$ cat src/rtl/lsu_load_mux_pkg.sv
// Shared types for the LSU load-return path.
//   state_e : load FSM states
//   size_e  : load access size encoding (2'b11 is illegal and has no member)
//   XLEN    : data path width
package lsu_ldmux_pkg;
    localparam int XLEN = 32;

    typedef enum logic [1:0] {IDLE, WAIT, RESP} state_e;

    typedef enum logic [1:0] {
        SZ_B = 2'b00,
        SZ_H = 2'b01,
        SZ_W = 2'b10
    } size_e;
endpackage

$ cat src/rtl/lsu_load_mux_if.sv
// Bus bundle between LSU address decode / load sources and the load mux.
//   req_*  : load request handshake and attributes
//   src_*  : per-source read-data valid pulses and packed data (src k at [32k+31:32k])
//   ld_*   : registered load response
//   busy_o : a load is outstanding
// slave modport is used by lsu_load_mux, master by its driver.
interface lsu_load_mux_if #(
    parameter int NUM_SRC = 4
);
    localparam int SEL_W = $clog2(NUM_SRC);

    logic                    req_valid_i;
    logic                    req_ready_o;
    logic [SEL_W-1:0]        req_sel_i;
    logic [1:0]              req_off_i;
    logic [1:0]              req_size_i;
    logic                    req_uns_i;
    logic [NUM_SRC-1:0]      src_valid_i;
    logic [NUM_SRC*32-1:0]   src_data_i;
    logic                    ld_valid_o;
    logic [31:0]             ld_data_o;
    logic                    ld_err_o;
    logic                    busy_o;

    modport slave (
        input  req_valid_i, req_sel_i, req_off_i, req_size_i, req_uns_i,
        input  src_valid_i, src_data_i,
        output req_ready_o, ld_valid_o, ld_data_o, ld_err_o, busy_o
    );

    modport master (
        output req_valid_i, req_sel_i, req_off_i, req_size_i, req_uns_i,
        output src_valid_i, src_data_i,
        input  req_ready_o, ld_valid_o, ld_data_o, ld_err_o, busy_o
    );
endinterface

$ cat src/rtl/lsu_load_mux_ld_align_ext.sv
// ld_align_ext: combinational load alignment and extension.
//   data     : raw 32-bit source word
//   off      : byte offset addr[1:0]
//   size     : 00 byte, 01 half, 10 word, 11 illegal
//   uns      : 1 = zero-extend
//   result   : aligned/extended value, 0 when misaligned
//   misalign : half with off[0]=1, word with off!=0, or illegal size
module ld_align_ext
    import lsu_ldmux_pkg::*;
(
    input  logic [XLEN-1:0] data,
    input  logic [1:0]      off,
    input  logic [1:0]      size,
    input  logic            uns,
    output logic [XLEN-1:0] result,
    output logic            misalign
);
    logic [7:0]  b;
    logic [15:0] h;

    always_comb begin
        result   = '0;
        misalign = 1'b0;
        b        = data[{off, 3'b000} +: 8];
        h        = data[{off[1], 4'b0000} +: 16];
        case (size)
            SZ_B: result = {{24{~uns & b[7]}}, b};
            SZ_H: begin
                misalign = off[0];
                result   = {{16{~uns & h[15]}}, h};
            end
            SZ_W: begin
                misalign = (off != 2'b00);
                result   = data;
            end
            default: misalign = 1'b1;
        endcase
        if (misalign) result = '0;
    end
endmodule

$ cat src/rtl/lsu_load_mux.sv
// lsu_load_mux: MEM-stage load-return path. Accepts one load request, waits for
// the selected variable-latency source, aligns/extends the data and returns a
// single registered response with an error flag.
//   clk_i, rst_i : clock, synchronous active-high reset
//   bus (slave)  : request handshake, source valid/data, response, busy
// Parameters: NUM_SRC sources, DEFAULT_SRC used for out-of-range selects,
// TIMEOUT WAIT-cycle limit.
// Optional feature macro: LSU_LDMUX_TIMEOUT_EN -- when defined, a load whose
// source never answers is terminated with err=1 after TIMEOUT WAIT cycles;
// when undefined, WAIT holds until the selected source answers.
module lsu_load_mux
    import lsu_ldmux_pkg::*;
#(
    parameter int NUM_SRC     = 4,
    parameter int DEFAULT_SRC = 0,
    parameter int TIMEOUT     = 16
) (
    input  logic          clk_i,
    input  logic          rst_i,
    lsu_load_mux_if.slave bus
);
    localparam int SEL_W = $clog2(NUM_SRC);

    state_e            state_q, state_d;
    logic [SEL_W-1:0]  sel_q, sel_in;
    logic [1:0]        off_q, size_q;
    logic              uns_q;
    logic [XLEN-1:0]   data_q, resp_data;
    logic              err_q, resp_err;
    logic              accept, cap_req, cap_resp, sel_vld, tmo;
    logic [1:0]        a_off, a_size;
    logic              a_uns, a_mis;
    logic [XLEN-1:0]   src_word, a_res;

    assign bus.req_ready_o = (state_q != WAIT);
    assign accept          = bus.req_valid_i && bus.req_ready_o;
    assign sel_in          = (int'(bus.req_sel_i) < NUM_SRC) ? bus.req_sel_i : SEL_W'(DEFAULT_SRC);
    assign src_word        = bus.src_data_i[sel_q*XLEN +: XLEN];
    assign sel_vld         = bus.src_valid_i[sel_q];

    // One aligner serves both phases: in WAIT it formats the latched request's
    // data; elsewhere it only screens the incoming request for misalignment.
    assign a_off  = (state_q == WAIT) ? off_q  : bus.req_off_i;
    assign a_size = (state_q == WAIT) ? size_q : bus.req_size_i;
    assign a_uns  = (state_q == WAIT) ? uns_q  : bus.req_uns_i;

    ld_align_ext u_align (
        .data     (src_word),
        .off      (a_off),
        .size     (a_size),
        .uns      (a_uns),
        .result   (a_res),
        .misalign (a_mis)
    );

`ifdef LSU_LDMUX_TIMEOUT_EN
    localparam int CNT_W = $clog2(TIMEOUT);
    logic [CNT_W-1:0] cnt_q;

    // Counter sits at zero outside WAIT, so it is clear on every WAIT entry.
    always_ff @(posedge clk_i) begin
        if (rst_i)                 cnt_q <= '0;
        else if (state_q != WAIT)  cnt_q <= '0;
        else                       cnt_q <= cnt_q + 1'b1;
    end
    assign tmo = (state_q == WAIT) && (cnt_q == CNT_W'(TIMEOUT - 1));
`else
    assign tmo = 1'b0;
`endif

    always_comb begin
        state_d   = state_q;
        cap_req   = 1'b0;
        cap_resp  = 1'b0;
        resp_data = '0;
        resp_err  = 1'b0;
        case (state_q)
            IDLE, RESP: begin
                state_d = IDLE;
                if (accept) begin
                    cap_req = 1'b1;
                    if (a_mis) begin
                        state_d  = RESP;
                        cap_resp = 1'b1;
                        resp_err = 1'b1;
                    end else begin
                        state_d = WAIT;
                    end
                end
            end
            WAIT: begin
                // A source answer on the limit cycle takes priority over timeout.
                if (sel_vld) begin
                    state_d   = RESP;
                    cap_resp  = 1'b1;
                    resp_data = a_res;
                end else if (tmo) begin
                    state_d  = RESP;
                    cap_resp = 1'b1;
                    resp_err = 1'b1;
                end
            end
            default: state_d = IDLE;
        endcase
    end

    always_ff @(posedge clk_i) begin
        if (rst_i) begin
            state_q <= IDLE;
            sel_q   <= '0;
            off_q   <= '0;
            size_q  <= '0;
            uns_q   <= 1'b0;
            data_q  <= '0;
            err_q   <= 1'b0;
        end else begin
            state_q <= state_d;
            if (cap_req) begin
                sel_q  <= sel_in;
                off_q  <= bus.req_off_i;
                size_q <= bus.req_size_i;
                uns_q  <= bus.req_uns_i;
            end
            if (cap_resp) begin
                data_q <= resp_data;
                err_q  <= resp_err;
            end
        end
    end

    assign bus.ld_valid_o = (state_q == RESP);
    assign bus.ld_data_o  = data_q;
    assign bus.ld_err_o   = err_q;
    assign bus.busy_o     = (state_q != IDLE);
endmodule

$ cat src/flat_wrapper.sv
// flat-port wrapper written by rule: the top's interface ports become plain ports
module lsu_load_mux_flat import lsu_ldmux_pkg::*;
#(
    parameter int NUM_SRC     = 4,
    parameter int DEFAULT_SRC = 0,
    parameter int TIMEOUT     = 16
)
  (clk_i, rst_i, bus_req_valid_i, bus_req_sel_i, bus_req_off_i, bus_req_size_i, bus_req_uns_i, bus_src_valid_i, bus_src_data_i, bus_req_ready_o, bus_ld_valid_o, bus_ld_data_o, bus_ld_err_o, bus_busy_o);
  lsu_load_mux_if #(.NUM_SRC(NUM_SRC)) bus_i ();
  input  logic clk_i;
  input  logic rst_i;
  input wire logic [$bits(bus_i.req_valid_i)-1:0] bus_req_valid_i;
  input wire logic [$bits(bus_i.req_sel_i)-1:0] bus_req_sel_i;
  input wire logic [$bits(bus_i.req_off_i)-1:0] bus_req_off_i;
  input wire logic [$bits(bus_i.req_size_i)-1:0] bus_req_size_i;
  input wire logic [$bits(bus_i.req_uns_i)-1:0] bus_req_uns_i;
  input wire logic [$bits(bus_i.src_valid_i)-1:0] bus_src_valid_i;
  input wire logic [$bits(bus_i.src_data_i)-1:0] bus_src_data_i;
  output wire logic [$bits(bus_i.req_ready_o)-1:0] bus_req_ready_o;
  output wire logic [$bits(bus_i.ld_valid_o)-1:0] bus_ld_valid_o;
  output wire logic [$bits(bus_i.ld_data_o)-1:0] bus_ld_data_o;
  output wire logic [$bits(bus_i.ld_err_o)-1:0] bus_ld_err_o;
  output wire logic [$bits(bus_i.busy_o)-1:0] bus_busy_o;
  assign bus_i.req_valid_i = bus_req_valid_i;
  assign bus_i.req_sel_i = bus_req_sel_i;
  assign bus_i.req_off_i = bus_req_off_i;
  assign bus_i.req_size_i = bus_req_size_i;
  assign bus_i.req_uns_i = bus_req_uns_i;
  assign bus_i.src_valid_i = bus_src_valid_i;
  assign bus_i.src_data_i = bus_src_data_i;
  assign bus_req_ready_o = bus_i.req_ready_o;
  assign bus_ld_valid_o = bus_i.ld_valid_o;
  assign bus_ld_data_o = bus_i.ld_data_o;
  assign bus_ld_err_o = bus_i.ld_err_o;
  assign bus_busy_o = bus_i.busy_o;
  lsu_load_mux #(.NUM_SRC(NUM_SRC), .DEFAULT_SRC(DEFAULT_SRC), .TIMEOUT(TIMEOUT)) u_core (.clk_i(clk_i), .rst_i(rst_i), .bus(bus_i));
endmodule
$ cat config.mk
export PLATFORM = sky130hd
export DESIGN_NAME = lsu_load_mux_flat
export DESIGN_NICKNAME = d
export VERILOG_FILES = /design/src/rtl/lsu_load_mux_pkg.sv /design/src/rtl/lsu_load_mux_if.sv /design/src/rtl/lsu_load_mux_ld_align_ext.sv /design/src/rtl/lsu_load_mux.sv /design/src/flat_wrapper.sv
export SDC_FILE = /design/constraint.sdc
export NUM_CORES = 1
export LEC_CHECK = 0
export ABC_AREA = 1
export ABC_CLOCK_PERIOD_IN_PS = 2620
export CAP_MARGIN = 0
export CORE_MARGIN = 5
export CORE_UTILIZATION = 30
export DETAILED_ROUTE_END_ITERATION = 8
export GPL_ROUTABILITY_DRIVEN = 0
export PLACE_DENSITY = 0.68
export RECOVER_POWER = 100
export SETUP_SLACK_MARGIN = 0.3
export SYNTH_ARGS = -nofsm -noshare
export SYNTH_HDL_FRONTEND = slang
export SYNTH_SLANG_ARGS = --single-unit
$ cat constraint.sdc
create_clock -name clk_i -period 2.62 [get_ports clk_i]
set_input_delay 0.524 -clock clk_i [delete_from_list [all_inputs] [get_ports clk_i]]
set_output_delay 0.524 -clock clk_i [all_outputs]
set_load 0.05 [all_outputs]
After elaboration in Yosys (flattened, before gate mapping)

Cells that the tools add are included.

Word-level logic and storage cells: 47
Output and inout port bits: 36
Register bits: 42
Input bits: 142

Reduce and logical (&&, ||, !) cells: 6
Order comparisons: 1
Multiplexer cells: 21
Equality and inequality tests: 6
Bitwise logic cells: 3
Shifts and indexed selects: 3

Operators by type and width:

| operator                                                    | count |
|---|---|
| variable part select 128 x 8 -> 32 bit                      | 1 |
| 2-to-1 mux 32 bit                                           | 3 |
| case mux 32 bit (3 select lines)                            | 1 |
| variable part select 32 x 6 -> 16 bit                       | 1 |
| variable part select 32 x 6 -> 8 bit                        | 1 |
| 2-to-1 mux 2 bit                                            | 5 |
| 2-to-1 mux 1 bit                                            | 8 |
| equality test 2 x 1 -> 1 bit (second input constant)        | 2 |
| equality test 2 bit (second input constant)                 | 2 |
| logical NOT 2 bit                                           | 2 |
| != test 2 x 1 -> 1 bit (second input constant)              | 2 |
| case mux 2 bit (2 select lines)                             | 1 |
| nonzero test 2 bit                                          | 2 |
| less-than comparator 2 x 3 -> 1 bit (second input constant) | 1 |
| case mux 1 bit (3 select lines)                             | 1 |
| bitwise AND 1 bit                                           | 2 |
| binary-select mux 1 bit (select 2 bit)                      | 1 |
| case mux 1 bit (2 select lines)                             | 1 |
| OR reduction 2 bit                                          | 1 |
| logical AND 1 bit                                           | 1 |
| NOT 1 bit                                                   | 1 |

Logic depth before layout (Yosys ltp)

Word-level depth: 8
Depth in mapped cells: 14
Depth with buffers taken out: 12

Hierarchy

Synthesis repeated with hierarchy kept, for this count alone.

Cells, all modules: 611
Area total of the unflattened synthesis: 3885.0 µm²

Modules (own cells, without submodules):

| module       | sequential area each (µm²) | instances | cells an instance | area each (µm²) |
|---|---|---|---|---|
| lsu_load_mux | 840.8                      | 1         | 399               | 2832.7 |
| ld_align_ext | 0.0                        | 1         | 212               | 1052.3 |

Least setup slack after synthesis

No wires, ideal clock.

Kind: reg2reg
Start point: register u_core.state_q[1]
End point: register u_core.data_q[12] (netlist: u_core.bus.ld_data_o[12])
Stages on the path, launching flop included: 15
Path slack: 0.937 ns
Period minus slack after synthesis: 1.683 ns
Required time: 2.550 ns
Library setup time: 0.070 ns
Arrival: 1.613 ns
Buffers on the path: 2
Cell sequence: dfxtp_1 inv_2 nand2_2 buf_6 nand2_2 nand2_4 nand3_1 nand2_2 nand2_1 nand2_1 nand3_2 buf_2 nand2_1 nand2_1 a21oi_1

Elaborated cells between the ends (all ways): 25
Those cells by class: 5 x eq/ne; 2 x shift; 11 x mux; 2 x bitwise; 5 x reduce/logical

RTL lines:

| what                            | RTL line            | text |
|---|---|---|
| start, declared                 | lsu_load_mux.sv:24  | `state_e state_q, state_d;` |
| start signal, assigned          | lsu_load_mux.sv:117 | `state_q <= state_d;` |
| != test 2 x 1 -> 1 bit          | lsu_load_mux.sv:35  | `assign bus.req_ready_o = (state_q != WAIT);` |
| net bus_req_ready_o             | flat_wrapper.sv:19  | `output wire logic [$bits(bus_i.req_ready_o)-1:0] bus_req_ready_o;` |
| logical AND 1 bit               | lsu_load_mux.sv:36  | `assign accept = bus.req_valid_i && bus.req_ready_o;` |
| 2-to-1 mux 1 bit                | lsu_load_mux.sv:80  | `if (accept) begin` |
| case mux 1 bit (2 select lines) | lsu_load_mux.sv:77  | `case (state_q)` |
| end signal, assigned            | lsu_load_mux.sv:125 | `data_q <= resp_data;` |
| end, declared                   | lsu_load_mux.sv:28  | `logic [XLEN-1:0] data_q, resp_data;` |

The timed path passes the listed nets, and every way through them passes these cells.
A chain may end at the register's enable or synchronous reset.

Worst setup path in the final report

Start point: register u_core.state_q[0]
End point: output port bus_busy_o

Cells in the longest elaborated chain, start to end: 1

Ends and longest elaborated chain:

| what               | RTL line            | text |
|---|---|---|
| nonzero test 2 bit | lsu_load_mux.sv:134 | `assign bus.busy_o = (state_q != IDLE);` |
| end, declared      | flat_wrapper.sv:23  | `output wire logic [$bits(bus_i.busy_o)-1:0] bus_busy_o;` |

Every way passes these cells.

==> report_table.html <==
<table>
<tr><th>Metric</th><th>Value</th></tr>
<tr><th colspan="2">GRT</th></tr>
<tr><td>Wire length of the first global-routing pass</td><td>approximately 22000 um</td></tr>
<tr><td>Total gr overflow</td><td>0</td></tr>
<tr><td>Via count of the first global-routing pass</td><td>4480</td></tr>
<tr><td>Initial antenna violation count</td><td>0</td></tr>
<tr><td>Largest net degree at the start of global routing</td><td>49</td></tr>
<tr><td>Global-route usage over all layers</td><td>19.1%</td></tr>
<tr><th colspan="2">Floorplan</th></tr>
<tr><td>Die span in y</td><td>118 um</td></tr>
<tr><td>Area of the die</td><td>roughly 14000 um2</td></tr>
<tr><td>Core Box Area</td><td>11400 um2</td></tr>
<tr><td>Width of the chip</td><td>118 um</td></tr>
<tr><td>Core Rows</td><td>39</td></tr>
<tr><td>Number of top-level design ports</td><td>178</td></tr>
<tr><td>Initial core utilization</td><td>a little under a third</td></tr>
<tr><th colspan="2">Synthesis</th></tr>
<tr><td>Area fraction of the dominant cell type after synthesis</td><td>26.3%</td></tr>
<tr><td>Summed instance area of the synthesized netlist</td><td>3500 um2</td></tr>
<tr><td>Average instance area after synthesis</td><td>approximately 5.6 um2</td></tr>
<tr><td>Cell types with the largest area share after synthesis</td><td>sky130_fd_sc_hd__nand2_1 (26%), sky130_fd_sc_hd__dfxtp_1 (24%), sky130_fd_sc_hd__nand3_1 (14%)</td></tr>
<tr><td>Most area-hungry cell type in the Yosys netlist</td><td>sky130_fd_sc_hd__nand2_1</td></tr>
<tr><td>Gate count after technology mapping</td><td>approximately 620</td></tr>
<tr><td>Sequential fraction of the synthesis area</td><td>approximately a quarter</td></tr>
<tr><td>Synthesis warning total</td><td>0</td></tr>
<tr><td>Netlist cell types</td><td>29</td></tr>
<tr><td>Seq cells post-synth</td><td>42</td></tr>
<tr><td>Post-Synthesis Net Count</td><td>763</td></tr>
<tr><th colspan="2">Critical path</th></tr>
<tr><td>CP Cell Sequence</td><td>inv_1, nand2_1, dlygate4sd3_1</td></tr>
<tr><td>CP bufs+invs</td><td>2</td></tr>
<tr><td>Data arrival time of the critical path</td><td>1.71 ns</td></tr>
<tr><td>Critical setup path kind</td><td>register to primary output</td></tr>
<tr><td>Biggest fanout along the worst timing path</td><td>5</td></tr>
<tr><td>Top cell family by delay on the critical path</td><td>buffers and inverters</td></tr>
<tr><td>Category of the worst setup path launch point</td><td>register</td></tr>
<tr><td>Category of the worst setup path capture point</td><td>primary output</td></tr>
<tr><td>CP required</td><td>approximately 2.1 ns</td></tr>
<tr><td>Worst stage delay on the critical path</td><td>about 0.88 ns</td></tr>
<tr><td>Library cell contributing the largest single delay on the critical path</td><td>sky130_fd_sc_hd__dlygate4sd3_1</td></tr>
<tr><th colspan="2">Route</th></tr>
<tr><td>DR DRC count</td><td>0</td></tr>
<tr><td>DR vias</td><td>~4600</td></tr>
<tr><td>Per-cell routed wire length</td><td>15.2 um</td></tr>
<tr><td>Total wirelength of the detailed-routed design</td><td>14000 um</td></tr>
<tr><td>Drt first pass iters</td><td>5</td></tr>
<tr><td>Average vias per placed instance</td><td>4.96</td></tr>
<tr><td>Count of antenna-violating nets left after detailed routing</td><td>0</td></tr>
<tr><td>Iteration-0 DRC Markers</td><td>395</td></tr>
<tr><th colspan="2">Run</th></tr>
<tr><td>Max-capacitance violation count</td><td>0</td></tr>
<tr><th colspan="2">Cells and area</th></tr>
<tr><td>Commonest non-fill, non-tap cells in the layout</td><td>sky130_fd_sc_hd__nand2_1 (245), sky130_fd_sc_hd__clkdlybuf4s50_1 (140), sky130_fd_sc_hd__nand3_1 (100)</td></tr>
<tr><td>Design Area, Final</td><td>5490 um2</td></tr>
<tr><td>Antenna cells</td><td>0</td></tr>
<tr><td>Most common cell after layout, fill and taps aside</td><td>sky130_fd_sc_hd__nand2_1</td></tr>
<tr><td>Layout cell share with drive strength beyond 1</td><td>approximately 5.5%</td></tr>
<tr><td>Layout Area Growth over Synthesis</td><td>57.1%</td></tr>
<tr><td>Final design utilization</td><td>48.1%</td></tr>
<tr><td>Total Nets Final</td><td>920</td></tr>
<tr><td>Number of fill cells</td><td>1211</td></tr>
<tr><td>Count of non-filler cells in the finished layout</td><td>922</td></tr>
<tr><th colspan="2">STA</th></tr>
<tr><td>Count of endpoints failing hold in the final timing report</td><td>0</td></tr>
<tr><td>Shortest clock period the worst path allows after layout</td><td>2.23 ns</td></tr>
<tr><td>Worst slew margin relative to its limit</td><td>59.8%</td></tr>
<tr><td>Setup TNS</td><td>0 ns</td></tr>
<tr><td>Skew final</td><td>0.00517 ns</td></tr>
<tr><td>Period utilization</td><td>between 80% and 90%</td></tr>
<tr><td>Max-slew violations</td><td>0</td></tr>
<tr><td>Actual transition at the worst max-transition pin</td><td>0.605 ns</td></tr>
<tr><td>Unrepaired setup endpoints after global routing</td><td>true</td></tr>
<tr><td>Timing-limited maximum frequency</td><td>around 450 MHz</td></tr>
<tr><td>Count of final setup violators</td><td>0</td></tr>
<tr><th colspan="2">Placed design</th></tr>
<tr><td>Detailed placer's ending HPWL</td><td>between 10000 and 15000 um</td></tr>
<tr><td>Total placed instance area</td><td>~5300 um2</td></tr>
<tr><td>Number of buffers inserted by port buffering</td><td>177</td></tr>
<tr><td>Number of placed instances, taps included</td><td>914</td></tr>
<tr><th colspan="2">Clock tree</th></tr>
<tr><td>Clock tree root driver cell</td><td>sky130_fd_sc_hd__clkbuf_16</td></tr>
<tr><td>Total number of H-tree levels</td><td>2</td></tr>
<tr><td>Insertion delay of the later-clocked pin in the worst-skew pair</td><td>0.29 ns</td></tr>
<tr><td>Total clock sinks</td><td>between 40 and 50</td></tr>
<tr><td>Number of buffers inserted to repair setup after CTS</td><td>0</td></tr>
<tr><td>Num CTS Buffers</td><td>5</td></tr>
<tr><td>CTS tree</td><td>built</td></tr>
<tr><td>Longest Clk Path Bufs</td><td>2</td></tr>
<tr><td>Clock transition at the register clock pins on the worst setup and hold paths after CTS</td><td>0.06 ns</td></tr>
<tr><th colspan="2">Pwr</th></tr>
<tr><td>IR drop worst, VDD</td><td>0.251 mV</td></tr>
<tr><td>Cell area power density</td><td>430 nW/um2</td></tr>
<tr><td>Total Power Consumption</td><td>2.36 mW</td></tr>
<tr><td>Static leakage</td><td>approximately 2.5 nW</td></tr>
<tr><th colspan="2">Status</th></tr>
<tr><td>Outcome</td><td>complete, no violations</td></tr>
<tr><th colspan="2">Min path</th></tr>
<tr><td>Worst min-delay path category</td><td>register to register</td></tr>
</table>
metal layers:
metal | GRT usage [%] | vias to the layer above | routed length, um
met5 | 0 | - | 0
met4 | 6.59 | 0 | 337
met3 | 3.51 | 27 | 924
met2 | 32.0 | 178 | 6720
met1 | 24.6 | 2035 | 6030
li1 | - | 2337 | -
final cells by class:
cell class              count  area (um2)  area share [%]
multi-input cells         492        2240            40.9
clock buffers               5         125            2.28
flip-flops and latches     42         842            15.3
clock inverters             3        45.0           0.820
repair buffers            192        1890            34.4
well taps                 143         179            3.26
inverters                  45         169            3.08
power breakdown:
group	switching, mW	internal [mW]
clock network	0.258	0.449
logic	0.569	0.411
registers	0.0138	0.659
total	0.841	1.52
repair_timing:
action	4_1_cts	5_1_grt
hold buffers	0	0
resized for setup	0	3
setup endpoints to repair	0	13
through the flow:
step	hold WS (ns)	setup slack, ns
floorplan	0.445	0.937
global placement	0.456	0.267
detailed placement	0.470	0.222
CTS	0.478	0.304
global route	0.507	0.145
finish	0.480	0.386
state kept, by name, indices dropped and copies added (netlist names):
| signal | flops |
|---|---|
| u_core.off_q | 2 |
| u_core.bus.ld_data_o | 32 |
| u_core.size_q | 2 |
| u_core.sel_q | 2 |
| u_core.bus.ld_err_o | 1 |
| u_core.uns_q | 1 |
| u_core.state_q | 2 |
logic make-up after synthesis:
kind of cell	count (synthesis)	share of synthesized area, %
buffers and inverters	87	11.5
DFF	42	24.1
and+or+nand+nor	387	47.2
AOI/OAI and AO/OA	105	17.3
cell usage after synthesis:
| cell type | count |
|---|---|
| sky130_fd_sc_hd__a21oi_1 | 41 |
| sky130_fd_sc_hd__a31oi_1 | 8 |
| sky130_fd_sc_hd__buf_1 | 1 |
| sky130_fd_sc_hd__buf_2 | 23 |
| sky130_fd_sc_hd__buf_6 | 6 |
| sky130_fd_sc_hd__clkbuf_1 | 11 |
| sky130_fd_sc_hd__clkbuf_2 | 1 |
| sky130_fd_sc_hd__clkinv_1 | 1 |
| sky130_fd_sc_hd__dfxtp_1 | 42 |
| sky130_fd_sc_hd__inv_1 | 39 |
| sky130_fd_sc_hd__inv_2 | 5 |
| sky130_fd_sc_hd__nand2_1 | 245 |
| sky130_fd_sc_hd__nand2_2 | 5 |
| sky130_fd_sc_hd__nand2_4 | 1 |
| sky130_fd_sc_hd__nand3_1 | 100 |
| sky130_fd_sc_hd__nand3_2 | 2 |
| sky130_fd_sc_hd__nand3_4 | 1 |
| sky130_fd_sc_hd__nor2_1 | 29 |
| sky130_fd_sc_hd__nor2_2 | 1 |
| sky130_fd_sc_hd__nor2_4 | 1 |
| sky130_fd_sc_hd__nor3_4 | 1 |
| sky130_fd_sc_hd__o211ai_1 | 14 |
| sky130_fd_sc_hd__o21a_1 | 1 |
| sky130_fd_sc_hd__o21ai_0 | 28 |
| sky130_fd_sc_hd__o21ai_1 | 2 |
| sky130_fd_sc_hd__o21ai_2 | 3 |
| sky130_fd_sc_hd__o21ai_4 | 1 |
| sky130_fd_sc_hd__o22ai_1 | 7 |
| sky130_fd_sc_hd__or2_2 | 1 |
worst reg2reg max path, delay by kind of cell, from the launching register on:
kind                   cells  cell delay (ns)
AO/OA/AOI/OAI              2             0.27
buffers and inverters      3             0.55
AND/OR/NAND/NOR            6             1.04
flip-flops                 1             0.32
path summary, 6_finish.rpt:
check	cells after the start	slack [ns]	start	endpoint
max	3	0.39	u_core.state_q[0]	bus_busy_o
min	2	0.48	u_core.bus.ld_data_o[22]	u_core.bus.ld_data_o[22]
max reg2reg	11	0.39	u_core.state_q[1]	u_core.bus.ld_data_o[10]
min reg2reg	2	0.48	u_core.bus.ld_data_o[22]	u_core.bus.ld_data_o[22]
(Power assumes the default switching activity.)
